`src/rtl/regfile_access_sequencer.sv`:
```
// Serialises operand reads and buffered writebacks onto a single-port-per-cycle register file.
// Read latency: request accepted at edge N, operands valid in cycle N+3.
// Backpressure: rd_req_ready only in IDLE; wb_ready drops when the writeback FIFO is full; HOLD waits on op_ready.
module regfile_access_sequencer #(
  parameter int DATA_WIDTH = 32,
  parameter int ADDR_WIDTH = 5,
  parameter int WB_DEPTH   = 2
) (
  input  logic                  CLK,
  input  logic                  RST,
  input  logic                  rd_req_valid,
  output logic                  rd_req_ready,
  input  logic [ADDR_WIDTH-1:0] rd_addr1,
  input  logic [ADDR_WIDTH-1:0] rd_addr2,
  output logic                  op_valid,
  input  logic                  op_ready,
  output logic [DATA_WIDTH-1:0] op_data1,
  output logic [DATA_WIDTH-1:0] op_data2,
  input  logic                  wb_valid,
  output logic                  wb_ready,
  input  logic [ADDR_WIDTH-1:0] wb_addr,
  input  logic [DATA_WIDTH-1:0] wb_data,
  output logic                  RF_READ,
  output logic                  RF_WRITE,
  output logic [ADDR_WIDTH-1:0] RF_ADDR_R1,
  output logic [ADDR_WIDTH-1:0] RF_ADDR_R2,
  output logic [ADDR_WIDTH-1:0] RF_ADDR_W,
  output logic [DATA_WIDTH-1:0] RF_DATA_W,
  input  logic [DATA_WIDTH-1:0] RF_DATA_R1,
  input  logic [DATA_WIDTH-1:0] RF_DATA_R2,
  output logic                  busy
);

  localparam int PTR_W = (WB_DEPTH > 1) ? $clog2(WB_DEPTH) : 1;
  localparam int CNT_W = PTR_W + 1;

  typedef enum logic [2:0] {
    S_IDLE    = 3'd0,
    S_WRITE   = 3'd1,
    S_READ    = 3'd2,
    S_CAPTURE = 3'd3,
    S_HOLD    = 3'd4
  } state_t;

  state_t state, state_nxt;

  logic [ADDR_WIDTH-1:0] fifo_addr [WB_DEPTH];
  logic [DATA_WIDTH-1:0] fifo_data [WB_DEPTH];
  logic [PTR_W-1:0]      wr_ptr, rd_ptr;
  logic [CNT_W-1:0]      count;

  logic                  enq, deq, take;
  logic                  fifo_full, fifo_empty;
  logic [ADDR_WIDTH-1:0] lat_addr1, lat_addr2;
  logic [DATA_WIDTH-1:0] fwd1, fwd2;
  logic [PTR_W-1:0]      idx;

  assign wb_ready   = (count < CNT_W'(WB_DEPTH));
  assign fifo_full  = ~wb_ready;
  assign fifo_empty = (count == '0);
  // Writes to register 0 complete the handshake but are dropped here.
  assign enq        = wb_valid & wb_ready & (wb_addr != '0);
  assign busy       = (state != S_IDLE) | ~fifo_empty;

  // Writeback FIFO storage; contents are qualified by count so need no reset.
  always_ff @(posedge CLK) begin
    if (enq) begin
      fifo_addr[wr_ptr] <= wb_addr;
      fifo_data[wr_ptr] <= wb_data;
    end
  end

  // Writeback FIFO pointers and occupancy.
  always_ff @(posedge CLK or posedge RST) begin
    if (RST) begin
      wr_ptr <= '0;
      rd_ptr <= '0;
      count  <= '0;
    end else begin
      if (enq) wr_ptr <= wr_ptr + 1'b1;
      if (deq) rd_ptr <= rd_ptr + 1'b1;
      case ({enq, deq})
        2'b10:   count <= count + 1'b1;
        2'b01:   count <= count - 1'b1;
        default: count <= count;
      endcase
    end
  end

  // Forwarding: walk oldest to youngest so the youngest matching entry wins.
  always_comb begin
    fwd1 = RF_DATA_R1;
    fwd2 = RF_DATA_R2;
    idx  = '0;
    for (int i = 0; i < WB_DEPTH; i++) begin
      idx = rd_ptr + PTR_W'(i);
      if (CNT_W'(i) < count) begin
        if (fifo_addr[idx] == lat_addr1) fwd1 = fifo_data[idx];
        if (fifo_addr[idx] == lat_addr2) fwd2 = fifo_data[idx];
      end
    end
    if (lat_addr1 == '0) fwd1 = '0;
    if (lat_addr2 == '0) fwd2 = '0;
  end

  // State register.
  always_ff @(posedge CLK or posedge RST) begin
    if (RST) state <= S_IDLE;
    else     state <= state_nxt;
  end

  // Next state and register-file / handshake outputs.
  always_comb begin
    state_nxt    = state;
    rd_req_ready = 1'b0;
    op_valid     = 1'b0;
    RF_READ      = 1'b0;
    RF_WRITE     = 1'b0;
    RF_ADDR_R1   = '0;
    RF_ADDR_R2   = '0;
    RF_ADDR_W    = '0;
    RF_DATA_W    = '0;
    deq          = 1'b0;
    take         = 1'b0;
    case (state)
      S_IDLE: begin
        // A full FIFO must drain before another read so writes cannot starve.
        if (fifo_full) begin
          state_nxt = S_WRITE;
        end else if (rd_req_valid) begin
          rd_req_ready = 1'b1;
          take         = 1'b1;
          state_nxt    = S_READ;
        end else if (!fifo_empty) begin
          state_nxt = S_WRITE;
        end
      end
      S_WRITE: begin
        RF_WRITE  = 1'b1;
        RF_ADDR_W = fifo_addr[rd_ptr];
        RF_DATA_W = fifo_data[rd_ptr];
        deq       = 1'b1;
        state_nxt = S_IDLE;
      end
      S_READ: begin
        RF_READ    = 1'b1;
        RF_ADDR_R1 = lat_addr1;
        RF_ADDR_R2 = lat_addr2;
        state_nxt  = S_CAPTURE;
      end
      S_CAPTURE: begin
        RF_READ    = 1'b1;
        RF_ADDR_R1 = lat_addr1;
        RF_ADDR_R2 = lat_addr2;
        state_nxt  = S_HOLD;
      end
      S_HOLD: begin
        op_valid = 1'b1;
        if (op_ready) state_nxt = S_IDLE;
      end
      default: state_nxt = S_IDLE;
    endcase
  end

  // Latched read addresses and captured operands.
  always_ff @(posedge CLK or posedge RST) begin
    if (RST) begin
      lat_addr1 <= '0;
      lat_addr2 <= '0;
      op_data1  <= '0;
      op_data2  <= '0;
    end else begin
      if (take) begin
        lat_addr1 <= rd_addr1;
        lat_addr2 <= rd_addr2;
      end
      if (state == S_CAPTURE) begin
        op_data1 <= fwd1;
        op_data2 <= fwd2;
      end
    end
  end

endmodule

```
`config.mk`:
```
export PLATFORM = sky130hd
export DESIGN_NAME = regfile_access_sequencer
export DESIGN_NICKNAME = d
export VERILOG_FILES = /design/src/rtl/regfile_access_sequencer.sv
export SDC_FILE = /design/constraint.sdc
export NUM_CORES = 1
export LEC_CHECK = 0
export ABC_CLOCK_PERIOD_IN_PS = 4510
export BUFFER_PORTS_ARGS = -buffer_cell sky130_fd_sc_hd__buf_4
export CAP_MARGIN = 0
export CORE_MARGIN = 4
export CORE_UTILIZATION = 44
export CTS_BUF_LIST = sky130_fd_sc_hd__clkbuf_16
export DETAILED_ROUTE_END_ITERATION = 16
export HOLD_SLACK_MARGIN = 0.02
export PLACE_DENSITY_LB_ADDON = 0.25
export SLEW_MARGIN = 20
export SYNTH_ARGS = -nofsm -noshare
export SYNTH_HDL_FRONTEND = slang
export SYNTH_SLANG_ARGS = --single-unit
```
`constraint.sdc`:
```
create_clock -name CLK -period 4.51 [get_ports CLK]
set_clock_uncertainty 0.15 [all_clocks]
set_input_delay 0.451 -clock CLK [delete_from_list [all_inputs] [get_ports CLK]]
set_output_delay 0.451 -clock CLK [all_outputs]
set_load 0.01 [all_outputs]
```
* Yosys cells after proc, flatten, opt, wreduce, memory -nomap -nowiden
Memory sizes are Yosys's and may differ from the RTL's.
Index checks and enable logic that the tools add are counted.
** Storage, ports and cells
- Flip-flop bits (word level) :: 81
- Memory bits (writable) :: 74
- Output and inout bits :: 117
- Word-level logic and storage cells :: 70
- Memories kept :: 2
** Memory list
- fifo_data :: words 2, width 32, rd ports 2, clocked after memory_dff 0, write ports 1, RTL line 48 : logic [DATA_WIDTH-1:0] fifo_data [WB_DEPTH];
- fifo_addr :: words 2, width 5, rd ports 2, clocked after memory_dff 0, write ports 1, RTL line 47 : logic [ADDR_WIDTH-1:0] fifo_addr [WB_DEPTH];
** Operators by class
- $add $sub $neg :: 4
- $lt $le $gt $ge :: 3
- Eq/ne operators :: 12
- Muxes and demuxes :: 28
- Bitwise operators :: 4
- Reductions and logical operators :: 9
** Operator list (number)
- 2-to-1 mux 32 bit :: 11
- == test 5 bit :: 4
- 2-to-1 mux 5 bit :: 3
- 2-to-1 mux 3 bit :: 4
- case mux 3 bit (4 select lines) :: 1
- logical NOT 5 bit :: 2
- 2-to-1 mux 1 bit :: 8
- == test 3 x 2 -> 1 bit, second input constant :: 2
- nonzero test 5 bit :: 1
- < comparator 1 x 2 -> 1 bit, first input constant :: 2
- != test 4 bit, second input constant :: 1
- case mux 2 bit (2 select lines) :: 1
- == test 3 x 1 -> 1 bit, second input constant :: 1
- == test 3 bit, second input constant :: 1
- logical NOT 3 bit :: 1
- nonzero test 3 bit :: 1
- adder 1 bit, second input constant :: 2
- adder 2 x 1 -> 2 bit, second input constant :: 1
- AND 1 bit :: 2
- == test 2 x 1 -> 1 bit, second input constant :: 1
- == test 2 bit, second input constant :: 1
- logical NOT 2 bit :: 1
- < comparator 2 bit, second input constant :: 1
- != test 2 bit, second input constant :: 1
- other kinds (6) :: 6

* Logic depth before layout (Yosys ltp)
An unclocked memory read counts as a cell.
- Word-level depth :: 7
- Depth in mapped cells :: 8

* Worst setup path after synthesis
OpenSTA, ideal clock, no wires.
- Path kind :: flip-flop to flip-flop
- Start point :: reg count[1]
- End point :: mem fifo_addr[0][0], enable pin
- Library setup time :: 0.431 ns
- Data arrival time :: 2.467 ns
- Required time :: 3.929 ns
- Slack :: 1.462 ns
- Cell stages (with the launch flop) :: 4
- Path buffers :: 0
- Path through :: dfrtp_1 -> inv_1 -> o211ai_1 -> nor2_1
** Between the ends
- Word-level cells in the longest chain between the ends :: 5
** Ends and longest elaborated chain
- start: declaration :: RTL line 50 : logic [CNT_W-1:0] count;
- start signal: assignment :: RTL line 83 : 2'b10: count <= count + 1'b1;
- start signal: assignment :: RTL line 84 : 2'b01: count <= count - 1'b1;
- start signal: assignment :: RTL line 85 : default: count <= count;
- < comparator 2 bit :: RTL line 58 : assign wb_ready = (count < CNT_W'(WB_DEPTH));
- net wb_ready :: RTL line 20 : output logic wb_ready,
- AND 1 bit (2 in a row) :: RTL line 62 : assign enq = wb_valid & wb_ready & (wb_addr != '0);
- 2-to-1 mux 1 bit :: RTL line 67 : if (enq) begin
- 2-to-1 mux 1 bit (not written as such) :: RTL line 68 : fifo_addr[wr_ptr] <= wb_addr;
- end: declaration :: RTL line 47
The timed path passes the listed nets, and every way through them passes these cells.

* Worst setup path in the final report
- Start point :: reg rd_ptr
- End point :: reg op_data1[30]
** Between the ends
- Word-level cells in the longest chain between the ends :: 7
- Elaborated cells between the ends (all ways) :: 10
- Classes of those cells :: 1 x add/sub; 2 x eq/ne; 5 x mux; 2 x memory
** Ends and longest elaborated chain
- start: declaration :: RTL line 49 : logic [PTR_W-1:0] wr_ptr, rd_ptr;
- start signal: assignment :: RTL line 81 : if (deq) rd_ptr <= rd_ptr + 1'b1;
- memory (2 x 5 bit)
- == test 5 bit :: RTL line 98 : if (fifo_addr[idx] == lat_addr1) fwd1 = fifo_data[idx];
- 2-to-1 mux 32 bit :: RTL line 98
- 2-to-1 mux 32 bit :: RTL line 97 : if (CNT_W'(i) < count) begin
- 2-to-1 mux 32 bit :: RTL line 98
- 2-to-1 mux 32 bit * :: RTL line 97
- 2-to-1 mux 32 bit * :: RTL line 102 : if (lat_addr1 == '0) fwd1 = '0;
- end signal: assignment :: RTL line 178 : op_data1 <= fwd1;
- end: declaration :: RTL line 17 : output logic [DATA_WIDTH-1:0] op_data1,
Mark *: on every way between the ends. The rest lies on a longest branch, timed or not.
A chain may end at the register's enable or synchronous reset.

==> impl_summary.txt <==
----------------------------------------------------
[Power and ir drop]
  Switching Share ... between 30% and 40%
  Sequential cell fraction of total power ... 34.8%
  Leakage dissipation ... roughly 4.6 nW
  Combinational share of power ... 45.6%
  Internal Pwr Total ... 4.27 mW
  Clk network pwr share ... 19.6%
  Peak ir drop on the vdd network ... 0.312 mV
  Total power per unit cell area ... 680 nW/um^2
  Switching power ... 2.70 mW

[Placed design]
  Placed wire-length estimate after detailed placement ... 16.4 mm
  Port Buf Inserts ... 232
  Placer's final routability congestion estimate ... around 0.83

[Critical path]
  Signal arrival time at the worst endpoint ... 3.52 ns
  Worst endpoint required time ... 4.61 ns
  Kind of cell adding the most delay to the critical path ... simple AND/OR/NAND/NOR gates
  Number of buffer and inverter stages on the critical path ... 1
  CP peak stage delay ... 0.72 ns
  Worst Path Class, Setup ... register to register
  Sort of element at the end of the critical path ... register
  Startpoint types ... register
  Library cell contributing the largest single delay on the critical path ... sky130_fd_sc_hd__nand2b_2
  Crit Path Max Fanout ... 33
  Critical path, cell by cell ... mux2i_1, xor2_1, nand4_1, nor4_4, buf_4, nand2b_2, o21ai_0

[Routing]
  Remaining number of nets flagged by the antenna check after routing ... 0
  Final routed DRC violation total ... 0
  First-pass iteration count of the detailed router ... 5
  Vias per cell ... 5.69
  Average routed wire per standard cell ... 22.4 um
  Violation count after the first detailed-route iteration ... about 420
  Vias after detailed routing ... 6105
  Wirelength, routed ... 24.0 mm

[Synth]
  Number of synthesized register bits ... between 150 and 200
  Area fraction in compound gates after synthesis ... 11.8%
  Syn_area_per_cell ... around 13 sq um
  Synth Flop Type ... sky130_fd_sc_hd__dfrtp_1
  Cell area after synthesis ... 7740 sq um
  Number of standard cells after synthesis ... around 620
  Post-synth top cells ... sky130_fd_sc_hd__dfrtp_1, sky130_fd_sc_hd__edfxtp_1, sky130_fd_sc_hd__mux2i_1
  Share of synthesized area spent on multiplexers ... 19.1%
  Dominant combinational cell family by area after synthesis ... multiplexers
  Cell type with the highest aggregate area in the netlist ... sky130_fd_sc_hd__edfxtp_1
  Post-synth ARST share ... 52.3%
  Synth unique cells ... 31
  Xor and xnor fraction of the mapped netlist area ... 2.72%
  Fraction of the yosys area taken by sequential cells ... between 50% and 60%
  Ranking of synthesized cells by area ... sky130_fd_sc_hd__edfxtp_1, sky130_fd_sc_hd__dfrtp_1, sky130_fd_sc_hd__mux2_2
  Post-Syn Nets ... roughly 740
  Number of enable flip-flop cells after synthesis ... 74
  Fraction of synthesized cell area taken by the top area cell type ... around 29%
  Count of yosys warnings during synthesis ... 0
  Library cell with the highest instance count after synthesis ... sky130_fd_sc_hd__dfrtp_1
  Post-Synth Adder-Cell Area ... less than 1%
  Post-synthesis share of cell area spent on and, or, nand and nor gates ... 7.58%

[Cells and area]
  Fin nets ... 953
  Multi-input logic area ... 3280 sq um
  Syn-to-layout area delta ... 32.3%
  Sequential cell area ... about 4300 sq um
  Antenna diode count ... 0
  Filler Cells Inserted ... 1479
  Proportion of layout cells with a drive suffix above 1 ... 41.7%

[Clock network]
  Clock latency at the later pin of the worst-skew pair ... 0.42 ns
  Maximum buffer depth of the clock tree ... 2
  Clock-pin slew reported for the worst setup and hold paths after clock tree synthesis ... 0.06 ns
  H-tree level count ... 4
  Post-cts sizing count ... 0
  Number of buffers inserted by hold repair at cts ... 0
  CTS tree ... built
  Root buf cell ... sky130_fd_sc_hd__clkbuf_16
  Clock sink count ... 155
  Number of setup buffers added after CTS ... 0
  CTS Buf Count ... 17

[Global routing]
  First-pass GRT wire length ... about 37 mm
  Total congestion overflow ... 0
  Number of global-route vias before repair ... 6743
  GRT Resource Usage Total ... 24.1%
  Largest net degree at the start of global routing ... 53
  Antenna violations before repair ... 2

[Die]
  Area of the die ... 19800 sq um
  IO Count ... 233
  Core outline area ... 17300 sq um
  Width of the die ... 141 um
  Initial core utilization ... 44.7%
  DIE HEIGHT ... 141 um
  # rows ... 48

[STA]
  Period minus WS final ... 3.42 ns
  Ratio of final minimum period to clock period ... between 70% and 80%
  Hold Violations, Final ... 0
  Tightest hold margin ... 0.0655 ns
  Worst rel slew slack ... 35.9%
  Setup repair after global routing missed its margin ... false
  Highest clock frequency the design can meet ... 293 MHz
  Number of pins exceeding their max-slew limit in the final report ... 0
  Setup-violating endpoint count in the final report ... 0
  Total negative setup slack ... 0 ns
  Slew @ Worst Pin ... approximately 0.96 ns

[Worst hold path]
  Type of the worst min-delay path ... input pin to asynchronous set/reset pin

[Run status]
  Outcome ... finished, final reports clean

[Flow run]
  Maximum capacitance violations ... 0

----------------------------------------------------
-- power by group through the flow --
stage,Clock (mW),Sequential [mW],Combinational (mW)
2_1_floorplan,0,2.40,1.80
3_3_place_gp,0,2.43,3.11
3_5_place_dp,0,2.44,3.18
4_1_cts,1.38,2.42,3.19
5_1_grt,1.44,2.48,3.45
6_report,1.36,2.43,3.18
-- metrics by stage --
stage	area, sq um	worst slack [ns]	utilization (%)	total power, mW	instances
after floorplan	7740	1.46	-	4.20	619
after global placement	9680	1.33	55.9	5.54	1040
after detailed placement	9680	1.23	56.0	5.62	1040
after CTS	10200	1.12	59.2	6.99	1072
after global routing	10200	0.869	59.2	7.37	1072
final	10200	1.09	59.2	6.97	1072
-- path summary, 6_finish.rpt --
kind / endpoint / slack [ns] / start / cells past startpoint
max in group asynchronous: op_data1[24] / 3.17 / RST / 3
hold / removal: op_data2[26] / 0.07 / RST / 2
hold reg to reg: op_data2[10] / 0.36 / op_data2[10] / 2
min in group CLK: fifo_data[0][10] / 0.07 / wb_data[10] / 1
setup / recovery: op_data1[30] / 1.09 / rd_ptr / 7
setup reg to reg: op_data1[30] / 1.09 / rd_ptr / 7
-- cell type report --
type / count / area share [%]
Sequential cell: 155 / 41.5
Multi-Input combinational cell: 407 / 32.0
Timing Repair Buffer: 245 / 18.0
Clock buffer: 17 / 4.15
Tap cell: 225 / 2.75
Clock inverter: 15 / 1.32
Inverter: 8 / 0.305
-- placed cells by master (no fill, tap or decap), types with 2 or more instances in the layout --
cell type,instances
sky130_fd_sc_hd__mux2_2,64
sky130_fd_sc_hd__clkinv_2,3
sky130_fd_sc_hd__o21ai_0,36
sky130_fd_sc_hd__mux2i_2,4
sky130_fd_sc_hd__clkinv_1,3
sky130_fd_sc_hd__nor2_4,2
sky130_fd_sc_hd__nor3_1,5
sky130_fd_sc_hd__nor2_1,10
sky130_fd_sc_hd__bufinv_16,2
sky130_fd_sc_hd__clkbuf_16,17
sky130_fd_sc_hd__xor2_1,12
sky130_fd_sc_hd__nor4_4,2
sky130_fd_sc_hd__o21ai_1,31
sky130_fd_sc_hd__a32oi_1,64
sky130_fd_sc_hd__xnor2_1,12
sky130_fd_sc_hd__clkinvlp_4,5
sky130_fd_sc_hd__a21oi_4,2
sky130_fd_sc_hd__edfxtp_1,74
sky130_fd_sc_hd__buf_4,245
sky130_fd_sc_hd__nand2_1,34
sky130_fd_sc_hd__dfrtp_1,80
sky130_fd_sc_hd__and2_1,10
sky130_fd_sc_hd__mux2i_1,70
sky130_fd_sc_hd__and3_1,32
sky130_fd_sc_hd__ha_1,3
sky130_fd_sc_hd__nand4_1,3
sky130_fd_sc_hd__inv_1,9
-- cells by family (layout without fill, tap and decap cells) --
kind of cell | after synthesis | count (layout)
buf+inv | 57 | 285
flops | 155 | 155
fa+ha+maj | 3 | 3
mux | 138 | 138
compound gates | 134 | 134
simple gates | 108 | 108
xor+xnor | 24 | 24
-- worst register-to-register path: cells and delay by family (launching register included) --
kind	cells	cell delay [ns]
AO/OA/AOI/OAI	1	0.22
XOR/XNOR	1	0.24
buffers and inverters	1	0.43
flip-flops	1	0.71
multiplexers	1	0.38
AND/OR/NAND/NOR	3	1.14
-- per-layer routing --
layer | routed length [um] | share of wire, % | global-route usage [%]
met4 | 342 | 1.4 | 6.73
met2 | 11800 | 49 | 41.1
met1 | 9790 | 41 | 30.1
met3 | 2060 | 8.6 | 6.82
met5 | 10 | 0.042 | 0
-- sequential cells by signal, summed over array words and instances, names as in the netlist, 2 cells and up --
name	count
op_data2	32
fifo_addr	10
op_data1	32
lat_addr2	5
state	3
count	2
fifo_data	64
lat_addr1	5
Note: power is estimated with default switching activity, not from simulation.
